**config.mk**
```make
export PLATFORM = sky130hd
export DESIGN_NAME = alu_sequencer_flat
export DESIGN_NICKNAME = d
export VERILOG_FILES = /design/src/rtl/alu_seq_pkg.sv /design/src/rtl/alu_seq_if.sv /design/src/rtl/alu_seq_decode.sv /design/src/rtl/alu_sequencer.sv /design/src/flat_wrapper.sv
export SDC_FILE = /design/constraint.sdc
export NUM_CORES = 1
export LEC_CHECK = 0
export CORE_MARGIN = 5
export CORE_UTILIZATION = 30
export DETAILED_ROUTE_END_ITERATION = 7
export REMOVE_ABC_BUFFERS = 1
export SYNTH_ARGS = -nofsm -noshare
export SYNTH_HDL_FRONTEND = slang
export SYNTH_SLANG_ARGS = --single-unit
```
**constraint.sdc**
```tcl
create_clock -name clock -period 1.7 [get_ports clock]
set_clock_uncertainty 0.05 [all_clocks]
set_input_delay 0.34 -clock clock [delete_from_list [all_inputs] [get_ports clock]]
set_output_delay 0.34 -clock clock [all_outputs]
set_load 0.05 [all_outputs]
```
**src/rtl/alu_seq_pkg.sv**
```systemverilog
// Shared opcode/register codes, FSM states and decode helper for the ALU micro-sequencer.
package alu_seq_pkg;

    localparam logic [1:0] OP_ADD = 2'b00;
    localparam logic [1:0] OP_MUL = 2'b01;
    localparam logic [1:0] OP_MOV = 2'b10;
    localparam logic [1:0] OP_BAD = 2'b11;

    localparam logic [1:0] REG_NONE = 2'b00;
    localparam logic [1:0] REG_R1   = 2'b01;
    localparam logic [1:0] REG_R2   = 2'b10;
    localparam logic [1:0] REG_R3   = 2'b11;

    typedef enum logic [2:0] {
        IDLE  = 3'd0,
        ISSUE = 3'd1,
        EXEC  = 3'd2,
        WRITE = 3'd3,
        DONE  = 3'd4,
        ERR   = 3'd5
    } state_t;

    // An instruction is rejected when the opcode or either register code is unusable.
    function automatic logic is_illegal(input logic [1:0] op,
                                        input logic [1:0] src,
                                        input logic [1:0] dst);
        return (op == OP_BAD) || (src == REG_NONE) || (dst == REG_NONE);
    endfunction

endpackage

```
**src/rtl/alu_seq_if.sv**
```systemverilog
// Instruction handshake plus datapath control/feedback signals of the ALU sequencer.
interface alu_seq_if;
    logic       instr_valid;
    logic [1:0] instr_op;
    logic [1:0] instr_src;
    logic [1:0] instr_dst;
    logic [7:0] instr_imm;
    logic       instr_cin;
    logic       instr_ready;
    logic       carry_out;
    logic       r1_select;
    logic       r2_select;
    logic       r3_select;
    logic       add_switch;
    logic       mul_switch;
    logic [7:0] constant_load;
    logic       carry_in;
    logic       r1_load;
    logic       r2_load;
    logic       r3_load;
    logic       busy;
    logic       done;
    logic       error;
    logic       carry_flag;

    modport master (
        output instr_valid, instr_op, instr_src, instr_dst, instr_imm, instr_cin, carry_out,
        input  instr_ready, r1_select, r2_select, r3_select, add_switch, mul_switch,
               constant_load, carry_in, r1_load, r2_load, r3_load, busy, done, error, carry_flag
    );

    modport slave (
        input  instr_valid, instr_op, instr_src, instr_dst, instr_imm, instr_cin, carry_out,
        output instr_ready, r1_select, r2_select, r3_select, add_switch, mul_switch,
               constant_load, carry_in, r1_load, r2_load, r3_load, busy, done, error, carry_flag
    );
endinterface

```
**src/rtl/alu_seq_decode.sv**
```systemverilog
// Register code to one-hot strobe decoder, shared by the source selects and the write pulses.
module reg_onehot_decode
    import alu_seq_pkg::*;
(
    input  logic [1:0] i_code,
    input  logic       i_en,
    output logic [2:0] o_onehot
);

    // Gate the decode with the enable so no strobe can appear outside its window.
    always_comb begin
        o_onehot = 3'b000;
        if (i_en) begin
            case (i_code)
                REG_R1:  o_onehot = 3'b001;
                REG_R2:  o_onehot = 3'b010;
                REG_R3:  o_onehot = 3'b100;
                default: o_onehot = 3'b000;
            endcase
        end else begin
            o_onehot = 3'b000;
        end
    end

endmodule

```
**src/rtl/alu_sequencer.sv**
```systemverilog
// Multi-cycle controller sequencing bus selects, result switches and write-back pulses
// of the 8-bit register/ALU datapath, one micro-instruction per handshake.
module alu_sequencer
    import alu_seq_pkg::*;
#(
    parameter int ADD_WAIT = 2,
    parameter int MUL_WAIT = 4,
    parameter int CNT_W    = 3
) (
    input  logic      clock,
    input  logic      clear,
    alu_seq_if.slave  bus
);

    localparam logic [CNT_W-1:0] ADD_LOAD  = CNT_W'(ADD_WAIT - 1);
    localparam logic [CNT_W-1:0] MUL_LOAD  = CNT_W'(MUL_WAIT - 1);
    localparam logic [CNT_W-1:0] CNT_ZERO  = CNT_W'(0);
    localparam logic [CNT_W-1:0] CNT_ONE   = CNT_W'(1);

    state_t           r_state;
    logic [1:0]       r_op;
    logic [1:0]       r_src;
    logic [1:0]       r_dst;
    logic [CNT_W-1:0] r_cnt;
    logic             r_sel_en;
    logic             r_ld_en;
    logic             r_add_sw;
    logic             r_mul_sw;
    logic [7:0]       r_const;
    logic             r_cin;
    logic             r_ready;
    logic             r_busy;
    logic             r_done;
    logic             r_error;
    logic             r_carry_flag;

    logic [2:0]       w_sel;
    logic [2:0]       w_load;

    // Sequencer FSM: every control output is a flop updated together with the state.
    always_ff @(posedge clock or posedge clear) begin
        if (clear) begin
            r_state      <= IDLE;
            r_op         <= OP_ADD;
            r_src        <= REG_NONE;
            r_dst        <= REG_NONE;
            r_cnt        <= CNT_ZERO;
            r_sel_en     <= 1'b0;
            r_ld_en      <= 1'b0;
            r_add_sw     <= 1'b0;
            r_mul_sw     <= 1'b0;
            r_const      <= 8'h00;
            r_cin        <= 1'b0;
            r_ready      <= 1'b1;
            r_busy       <= 1'b0;
            r_done       <= 1'b0;
            r_error      <= 1'b0;
            r_carry_flag <= 1'b0;
        end else begin
            case (r_state)
                IDLE: begin
                    if (bus.instr_valid && r_ready) begin
                        r_op    <= bus.instr_op;
                        r_src   <= bus.instr_src;
                        r_dst   <= bus.instr_dst;
                        r_ready <= 1'b0;
                        r_busy  <= 1'b1;
                        if (is_illegal(bus.instr_op, bus.instr_src, bus.instr_dst)) begin
                            r_state <= ERR;
                            r_error <= 1'b1;
                        end else begin
                            r_state  <= ISSUE;
                            r_sel_en <= 1'b1;
                            // MOV rides the adder with a zero operand and no carry.
                            r_const  <= (bus.instr_op == OP_MOV) ? 8'h00 : bus.instr_imm;
                            r_cin    <= (bus.instr_op == OP_ADD) ? bus.instr_cin : 1'b0;
                        end
                    end
                end
                ISSUE: begin
                    r_state  <= EXEC;
                    r_cnt    <= (r_op == OP_MUL) ? MUL_LOAD : ADD_LOAD;
                    r_mul_sw <= (r_op == OP_MUL);
                    r_add_sw <= (r_op != OP_MUL);
                end
                EXEC: begin
                    if (r_cnt == CNT_ZERO) begin
                        r_state <= WRITE;
                        r_ld_en <= 1'b1;
                    end else begin
                        r_cnt <= r_cnt - CNT_ONE;
                    end
                end
                WRITE: begin
                    r_state  <= DONE;
                    r_ld_en  <= 1'b0;
                    r_sel_en <= 1'b0;
                    r_add_sw <= 1'b0;
                    r_mul_sw <= 1'b0;
                    r_const  <= 8'h00;
                    r_cin    <= 1'b0;
                    r_done   <= 1'b1;
                    if (r_op == OP_ADD) begin
                        r_carry_flag <= bus.carry_out;
                    end
                end
                DONE: begin
                    r_state <= IDLE;
                    r_done  <= 1'b0;
                    r_ready <= 1'b1;
                    r_busy  <= 1'b0;
                end
                ERR: begin
                    r_state <= IDLE;
                    r_error <= 1'b0;
                    r_ready <= 1'b1;
                    r_busy  <= 1'b0;
                end
                default: begin
                    r_state  <= IDLE;
                    r_sel_en <= 1'b0;
                    r_ld_en  <= 1'b0;
                    r_add_sw <= 1'b0;
                    r_mul_sw <= 1'b0;
                    r_const  <= 8'h00;
                    r_cin    <= 1'b0;
                    r_done   <= 1'b0;
                    r_error  <= 1'b0;
                    r_ready  <= 1'b1;
                    r_busy   <= 1'b0;
                end
            endcase
        end
    end

    reg_onehot_decode u_sel_dec (
        .i_code   (r_src),
        .i_en     (r_sel_en),
        .o_onehot (w_sel)
    );

    reg_onehot_decode u_load_dec (
        .i_code   (r_dst),
        .i_en     (r_ld_en),
        .o_onehot (w_load)
    );

    assign bus.instr_ready   = r_ready;
    assign bus.r1_select     = w_sel[0];
    assign bus.r2_select     = w_sel[1];
    assign bus.r3_select     = w_sel[2];
    assign bus.add_switch    = r_add_sw;
    assign bus.mul_switch    = r_mul_sw;
    assign bus.constant_load = r_const;
    assign bus.carry_in      = r_cin;
    assign bus.r1_load       = w_load[0];
    assign bus.r2_load       = w_load[1];
    assign bus.r3_load       = w_load[2];
    assign bus.busy          = r_busy;
    assign bus.done          = r_done;
    assign bus.error         = r_error;
    assign bus.carry_flag    = r_carry_flag;

endmodule

```
**src/flat_wrapper.sv**
```systemverilog
// flat-port wrapper written by rule: the top's interface ports become plain ports
module alu_sequencer_flat import alu_seq_pkg::*;
#(
    parameter int ADD_WAIT = 2,
    parameter int MUL_WAIT = 4,
    parameter int CNT_W    = 3
)
  (clock, clear, bus_instr_valid, bus_instr_op, bus_instr_src, bus_instr_dst, bus_instr_imm, bus_instr_cin, bus_carry_out, bus_instr_ready, bus_r1_select, bus_r2_select, bus_r3_select, bus_add_switch, bus_mul_switch, bus_constant_load, bus_carry_in, bus_r1_load, bus_r2_load, bus_r3_load, bus_busy, bus_done, bus_error, bus_carry_flag);
  alu_seq_if bus_i ();
  input  logic clock;
  input  logic clear;
  input wire logic [$bits(bus_i.instr_valid)-1:0] bus_instr_valid;
  input wire logic [$bits(bus_i.instr_op)-1:0] bus_instr_op;
  input wire logic [$bits(bus_i.instr_src)-1:0] bus_instr_src;
  input wire logic [$bits(bus_i.instr_dst)-1:0] bus_instr_dst;
  input wire logic [$bits(bus_i.instr_imm)-1:0] bus_instr_imm;
  input wire logic [$bits(bus_i.instr_cin)-1:0] bus_instr_cin;
  input wire logic [$bits(bus_i.carry_out)-1:0] bus_carry_out;
  output wire logic [$bits(bus_i.instr_ready)-1:0] bus_instr_ready;
  output wire logic [$bits(bus_i.r1_select)-1:0] bus_r1_select;
  output wire logic [$bits(bus_i.r2_select)-1:0] bus_r2_select;
  output wire logic [$bits(bus_i.r3_select)-1:0] bus_r3_select;
  output wire logic [$bits(bus_i.add_switch)-1:0] bus_add_switch;
  output wire logic [$bits(bus_i.mul_switch)-1:0] bus_mul_switch;
  output wire logic [$bits(bus_i.constant_load)-1:0] bus_constant_load;
  output wire logic [$bits(bus_i.carry_in)-1:0] bus_carry_in;
  output wire logic [$bits(bus_i.r1_load)-1:0] bus_r1_load;
  output wire logic [$bits(bus_i.r2_load)-1:0] bus_r2_load;
  output wire logic [$bits(bus_i.r3_load)-1:0] bus_r3_load;
  output wire logic [$bits(bus_i.busy)-1:0] bus_busy;
  output wire logic [$bits(bus_i.done)-1:0] bus_done;
  output wire logic [$bits(bus_i.error)-1:0] bus_error;
  output wire logic [$bits(bus_i.carry_flag)-1:0] bus_carry_flag;
  assign bus_i.instr_valid = bus_instr_valid;
  assign bus_i.instr_op = bus_instr_op;
  assign bus_i.instr_src = bus_instr_src;
  assign bus_i.instr_dst = bus_instr_dst;
  assign bus_i.instr_imm = bus_instr_imm;
  assign bus_i.instr_cin = bus_instr_cin;
  assign bus_i.carry_out = bus_carry_out;
  assign bus_instr_ready = bus_i.instr_ready;
  assign bus_r1_select = bus_i.r1_select;
  assign bus_r2_select = bus_i.r2_select;
  assign bus_r3_select = bus_i.r3_select;
  assign bus_add_switch = bus_i.add_switch;
  assign bus_mul_switch = bus_i.mul_switch;
  assign bus_constant_load = bus_i.constant_load;
  assign bus_carry_in = bus_i.carry_in;
  assign bus_r1_load = bus_i.r1_load;
  assign bus_r2_load = bus_i.r2_load;
  assign bus_r3_load = bus_i.r3_load;
  assign bus_busy = bus_i.busy;
  assign bus_done = bus_i.done;
  assign bus_error = bus_i.error;
  assign bus_carry_flag = bus_i.carry_flag;
  alu_sequencer #(.ADD_WAIT(ADD_WAIT), .MUL_WAIT(MUL_WAIT), .CNT_W(CNT_W)) u_core (.clock(clock), .clear(clear), .bus(bus_i));
endmodule
```
# Yosys cells after proc, flatten, opt, wreduce, memory -nomap -nowiden
# Index checks and enable logic that the tools add are counted.
[word_totals] regBits=30 inputBits=19 output_inout_bits=22 wordCells=99
[op_classes] addsub=1 n_eq_ne=20 n_mux=34 n_bitwise=4 n_reduce_logical=24
[op_table] cell="2-to-1 mux 8 bit" count=3
[op_table] cell="OR reduction 4 bit" count=5
[op_table] cell="2-to-1 mux 3 bit" count=6
[op_table] cell="one-hot mux 1 bit (2 select lines)" count=9
[op_table] cell="one-hot mux 3 bit (3 select lines)" count=2
[op_table] cell="one-hot mux 8 bit (2 select lines)" count=1
[op_table] cell="equality test 2 bit, second input constant" count=6
[op_table] cell="one-hot mux 3 bit (4 select lines)" count=1
[op_table] cell="AND reduction 2 bit" count=6
[op_table] cell="2-to-1 mux 1 bit" count=10
[op_table] cell="logical NOT 2 bit" count=4
[op_table] cell="inequality test 2 x 1 -> 1 bit, second input constant" count=4
[op_table] cell="equality test 2 x 1 -> 1 bit, second input constant" count=3
[op_table] cell="equality test 3 x 2 -> 1 bit, second input constant" count=2
[op_table] cell="equality test 3 bit, second input constant" count=2
[op_table] cell="logical NOT 3 bit" count=2
[op_table] cell="one-hot mux 3 bit (2 select lines)" count=1
[op_table] cell="AND reduction 3 bit" count=2
[op_table] cell="inequality test 2 bit, second input constant" count=2
[op_table] cell="NOT 1 bit" count=4
[op_table] cell="equality test 3 x 1 -> 1 bit, second input constant" count=1
[op_table] cell="OR reduction 3 bit" count=1
[op_table] cell="subtractor 3 x 1 -> 3 bit, second input constant" count=1
[op_table] cell="logical OR 1 bit" count=2
[op_table] cell="3 further kinds" count=3

# Longest topological paths before layout
[logic_depth] depth_word=6 depth_mapped=6 ltp_nobuf=6

# Cells and area by module
# Synthesis repeated with hierarchy kept, for this count alone.
[hier_totals] hier_cells=138 area_unflattened_um2=1465.2
[by_module_without_submodules] mod="alu_sequencer" instances=1 cells_per_inst=132 area_per_inst_um2=1415.1 seq_area_each_um2=752.0
[by_module_without_submodules] mod="reg_onehot_decode" instances=2 cells_per_inst=3 area_per_inst_um2=25.0 seq_area_each_um2=0.0

# Worst setup path after synthesis
# Ideal clock, no wire load.
[synth_timing] path_type="reg2reg" start="reg u_core.r_ready (netlist: u_core.bus.instr_ready)" end="reg u_core.r_const[0] (netlist: u_core.bus.constant_load[0])" setup_ns=0.121 arrival_time_ns=1.540 t_required_ns=1.529 slack_ns=-0.011 path_stages_with_launch=5 path_buffers=0 period_less_slack_ns=1.711 cell_sequence="dfstp_2 -> nand3b_4 -> nor3_4 -> o22ai_4 -> a22o_1"
[synth_between] elab_chain_cells=3
[synth_lines] item="start, declared" line_no="alu_sequencer.sv:31" source="logic r_ready;"
[synth_lines] item="start signal, assigned" line_no="alu_sequencer.sv:54" source="r_ready <= 1'b1;"
[synth_lines] item="start signal, assigned" line_no="alu_sequencer.sv:66" source="r_ready <= 1'b0;"
[synth_lines] item="start signal, assigned" line_no="alu_sequencer.sv:110" source="r_ready <= 1'b1;"
[synth_lines] item="logical AND 1 bit" line_no="alu_sequencer.sv:62" source="if (bus.instr_valid && r_ready) begin"
[synth_lines] item="inequality test 2 x 1 -> 1 bit (no source line)"
[synth_lines] item="AND reduction 3 bit (no source line)"
[synth_lines] item="end signal, assigned" line_no="alu_sequencer.sv:75" source="r_const <= (bus.instr_op == OP_MOV) ? 8'h00 : bus.instr_imm;"
[synth_lines] item="end, declared" line_no="alu_sequencer.sv:29" source="logic [7:0] r_const;"
# No other way between the ends.
# A chain may end at the register's enable or synchronous reset.

# Final worst setup path
# Ends and elaborated chain as after synthesis.

==> flow_summary.ini <==
[flow_run]
drv_cap = 0

[timing]
setup_slack_ps = 135
worst_pin_slew_ps = 386
setup-violations-final = 0
hold_violations = 0
whs_ps = 383
fin_tns_setup_ps = 0
slew_headroom = 0.743
fmax_ghz = 0.639
finalCriticalPeriod_ps = 1560
fin_crit_sh = 0.920
slew_viol_final = 0
rsz0062_at_grt = false

[detailed_routing]
dr.pass1.iters = 4
post_drt_wl_per_cell_um = 13.4
drt_iter0_drc = 44
vias_per_cell = 4.89
ant_nets = 0
drc_errors = 0
routed_wirelength_um = 3230
via_count = 1184

[placement]
pre_cts_ws_ps = -279
io_buffers = 40
dp_hpwl_um = 2430
place.gp.congestion = 0.742

[cells_and_area]
final_util = 0.450
final_cell_mix = dfrtp_1, buf_4, clkdlybuf4s50_1
antenna_cells = 0
area_delta_synth_final_pct = 47.6
nets = 208
drive_gt1_frac = 0.309
final_common_cell = dfrtp_1

[clock_network]
ctsHtreeMaxLevel = 2
cts_tree = built
cts.clk_slew.worst_paths_ps = 60
clk_latency_ps = 280
root_buffer = clkbuf_8
clock_path_buffers = 2
cts_setup_buffers = 0
numCtsBuffers = 5
cts.sinks = 30

[synthesis]
syn_inst = 133
synthesis.yosys.warnings = 0
ys_seq_elements = 30
synth_enable_flop_cells = 0
ys_seq_area_frac = 0.530
synth-async-reset-ratio = 1.00
syn_area_per_cell_sq_um = 10.7
ys.flop_type = dfrtp_1
synth_cell_types = 39
netlist_area_sq_um = 1420

[worst_setup_path]
rr_worst_depth = 5
worstPathArrival_ps = 1690
r2r_slack_ps = 140
crit_family = flip-flops
start_kind = flop
r2r_start = u_core.bus.instr_ready$_DFFE_PP1P_
cp_max_fo = 9
critPathCaptureType = flop
worstReg2RegEnd = u_core.bus.constant_load[0]$_DFFE_PP0P_
path_cells = nand3b_4 -> nor3_4 -> buf_4 -> o22ai_4 -> a22o_1
path_buf_inv = 1
crit_type = flop to flop
slowest_delay_ps = 600
worstPathRequired_ps = 1820
critical_path.slowest_cell = dfstp_2

[status]
status = finished, final reports clean

[die]
core_area_sq_um = 4660
rows = 25
ios = 41
initial_utilization = 0.305
die_area_sq_um = 6210
dieWidth_um = 78.8
fp.dieH_um = 78.8

[power]
total_leakage_power_uw = 0.000979
ir_drop_mv = 0.902
p_total_uw = 4310
powerDensity_nw_per_um2 = 2060

[global_routing]
overflow = 0
antenna_found_initial = 0
grt_pass1_wl_um = 5370
grt_max_degree = 31
grt_pass1_vias = 1184
grt_use_total = 0.114

[worst_hold_path]
hold_path_class = input port to asynchronous set/reset pin
## layout make-up
cell class	instances	area (sq um)
flip-flops and latches	30	752
clock inverters	3	40.0
repair buffers	52	523
inverters	6	22.5
multi-input cells	92	622
clock buffers	5	68.8
fillers	431	2560
well taps	54	67.6
## state kept, by name, indices dropped and copies added, names as in the netlist
| register | count |
|---|---|
| u_core.bus.carry_flag | 1 |
| u_core.bus.add_switch | 1 |
| u_core.r_sel_en | 1 |
| u_core.bus.done | 1 |
| u_core.r_state | 3 |
| u_core.bus.instr_ready | 1 |
| u_core.bus.mul_switch | 1 |
| u_core.r_src | 2 |
| u_core.bus.busy | 1 |
| u_core.bus.error | 1 |
| u_core.r_dst | 2 |
| u_core.r_ld_en | 1 |
| u_core.r_cnt | 3 |
| u_core.bus.carry_in | 1 |
| u_core.r_op | 2 |
| u_core.bus.constant_load | 8 |
## tightest hold or removal path, cell delays in order
cell             delay, ps
clkdlybuf4s50_1        390
inv_1                   50
buf_4                  340
## power by group
| group | internal, uW | switching [uW] | total [uW] | leakage, uW |
|---|---|---|---|---|
| sequential | 1050 | 259 | 1310 | 0.000377 |
| combinational | 942 | 1360 | 2310 | 0.000544 |
| clock | 431 | 270 | 701 | 0.0000579 |
## how the worst max path moves through the flow
stage / slack (ps) / cells past startpoint / from / endpoint
2_1_floorplan: -10 / 4 / u_core.bus.instr_ready$_DFFE_PP1P_ / u_core.bus.constant_load[0]$_DFFE_PP0P_
3_3_place_gp: -190 / 5 / bus_instr_dst[0] / u_core.bus.constant_load[3]$_DFFE_PP0P_
3_5_place_dp: -280 / 5 / bus_instr_src[1] / u_core.bus.constant_load[5]$_DFFE_PP0P_
4_1_cts: 30 / 5 / bus_instr_src[1] / u_core.bus.constant_load[0]$_DFFE_PP0P_
5_1_grt: 50 / 5 / u_core.bus.instr_ready$_DFFE_PP1P_ / u_core.bus.constant_load[6]$_DFFE_PP0P_
6_report: 140 / 5 / u_core.bus.instr_ready$_DFFE_PP1P_ / u_core.bus.constant_load[0]$_DFFE_PP0P_
## layer usage
metal	up-vias	part of all wire	GRT usage
met5	-	0	0
met4	0	0.023	0.0664
met3	6	0.077	0.0556
met2	41	0.46	0.168
met1	563	0.44	0.134
li1	574	-	-
## timing repair
| item | 4_1_cts | 5_1_grt |
|---|---|---|
| endpoints found under the setup margin | 0 | 8 |
| gates resized for setup | 0 | 1 |
| hold buffers | 0 | 0 |
## cells in the mapped netlist (all sizes together), types with 2 or more instances
cell type  number  area [sq um]
o22ai           2          26.3
clkbuf          3          11.3
and3            2          12.5
o21ai          10          50.1
nand2          15          56.3
buf             2          16.3
nor2b           2          12.5
nor2           16          62.6
dfrtp          29           726
inv             6          22.5
a21oi           5          25.0
mux2            7          78.8
nand3           2          10.0
a22o            8          70.1
or3             3          23.8
nor3            3          31.3
ha              2          25.0
## metrics by stage
stage | instance area [sq um] | instances
2_1_floorplan | 1390 | 128
3_3_place_gp | 1980 | 234
3_5_place_dp | 1980 | 234
4_1_cts | 2090 | 242
5_1_grt | 2100 | 242
6_report | 2100 | 242
## cell families after synthesis
group | after synthesis | synth area share
adder cells (fa/ha/maj) | 2 | 0.0176
AND/OR/NAND/NOR | 46 | 0.170
flip-flops | 30 | 0.530
buffers and inverters | 11 | 0.0352
XOR/XNOR | 1 | 0.00617
multiplexers | 8 | 0.0626
AO/OA/AOI/OAI | 35 | 0.179
(Power assumes the default switching activity.)
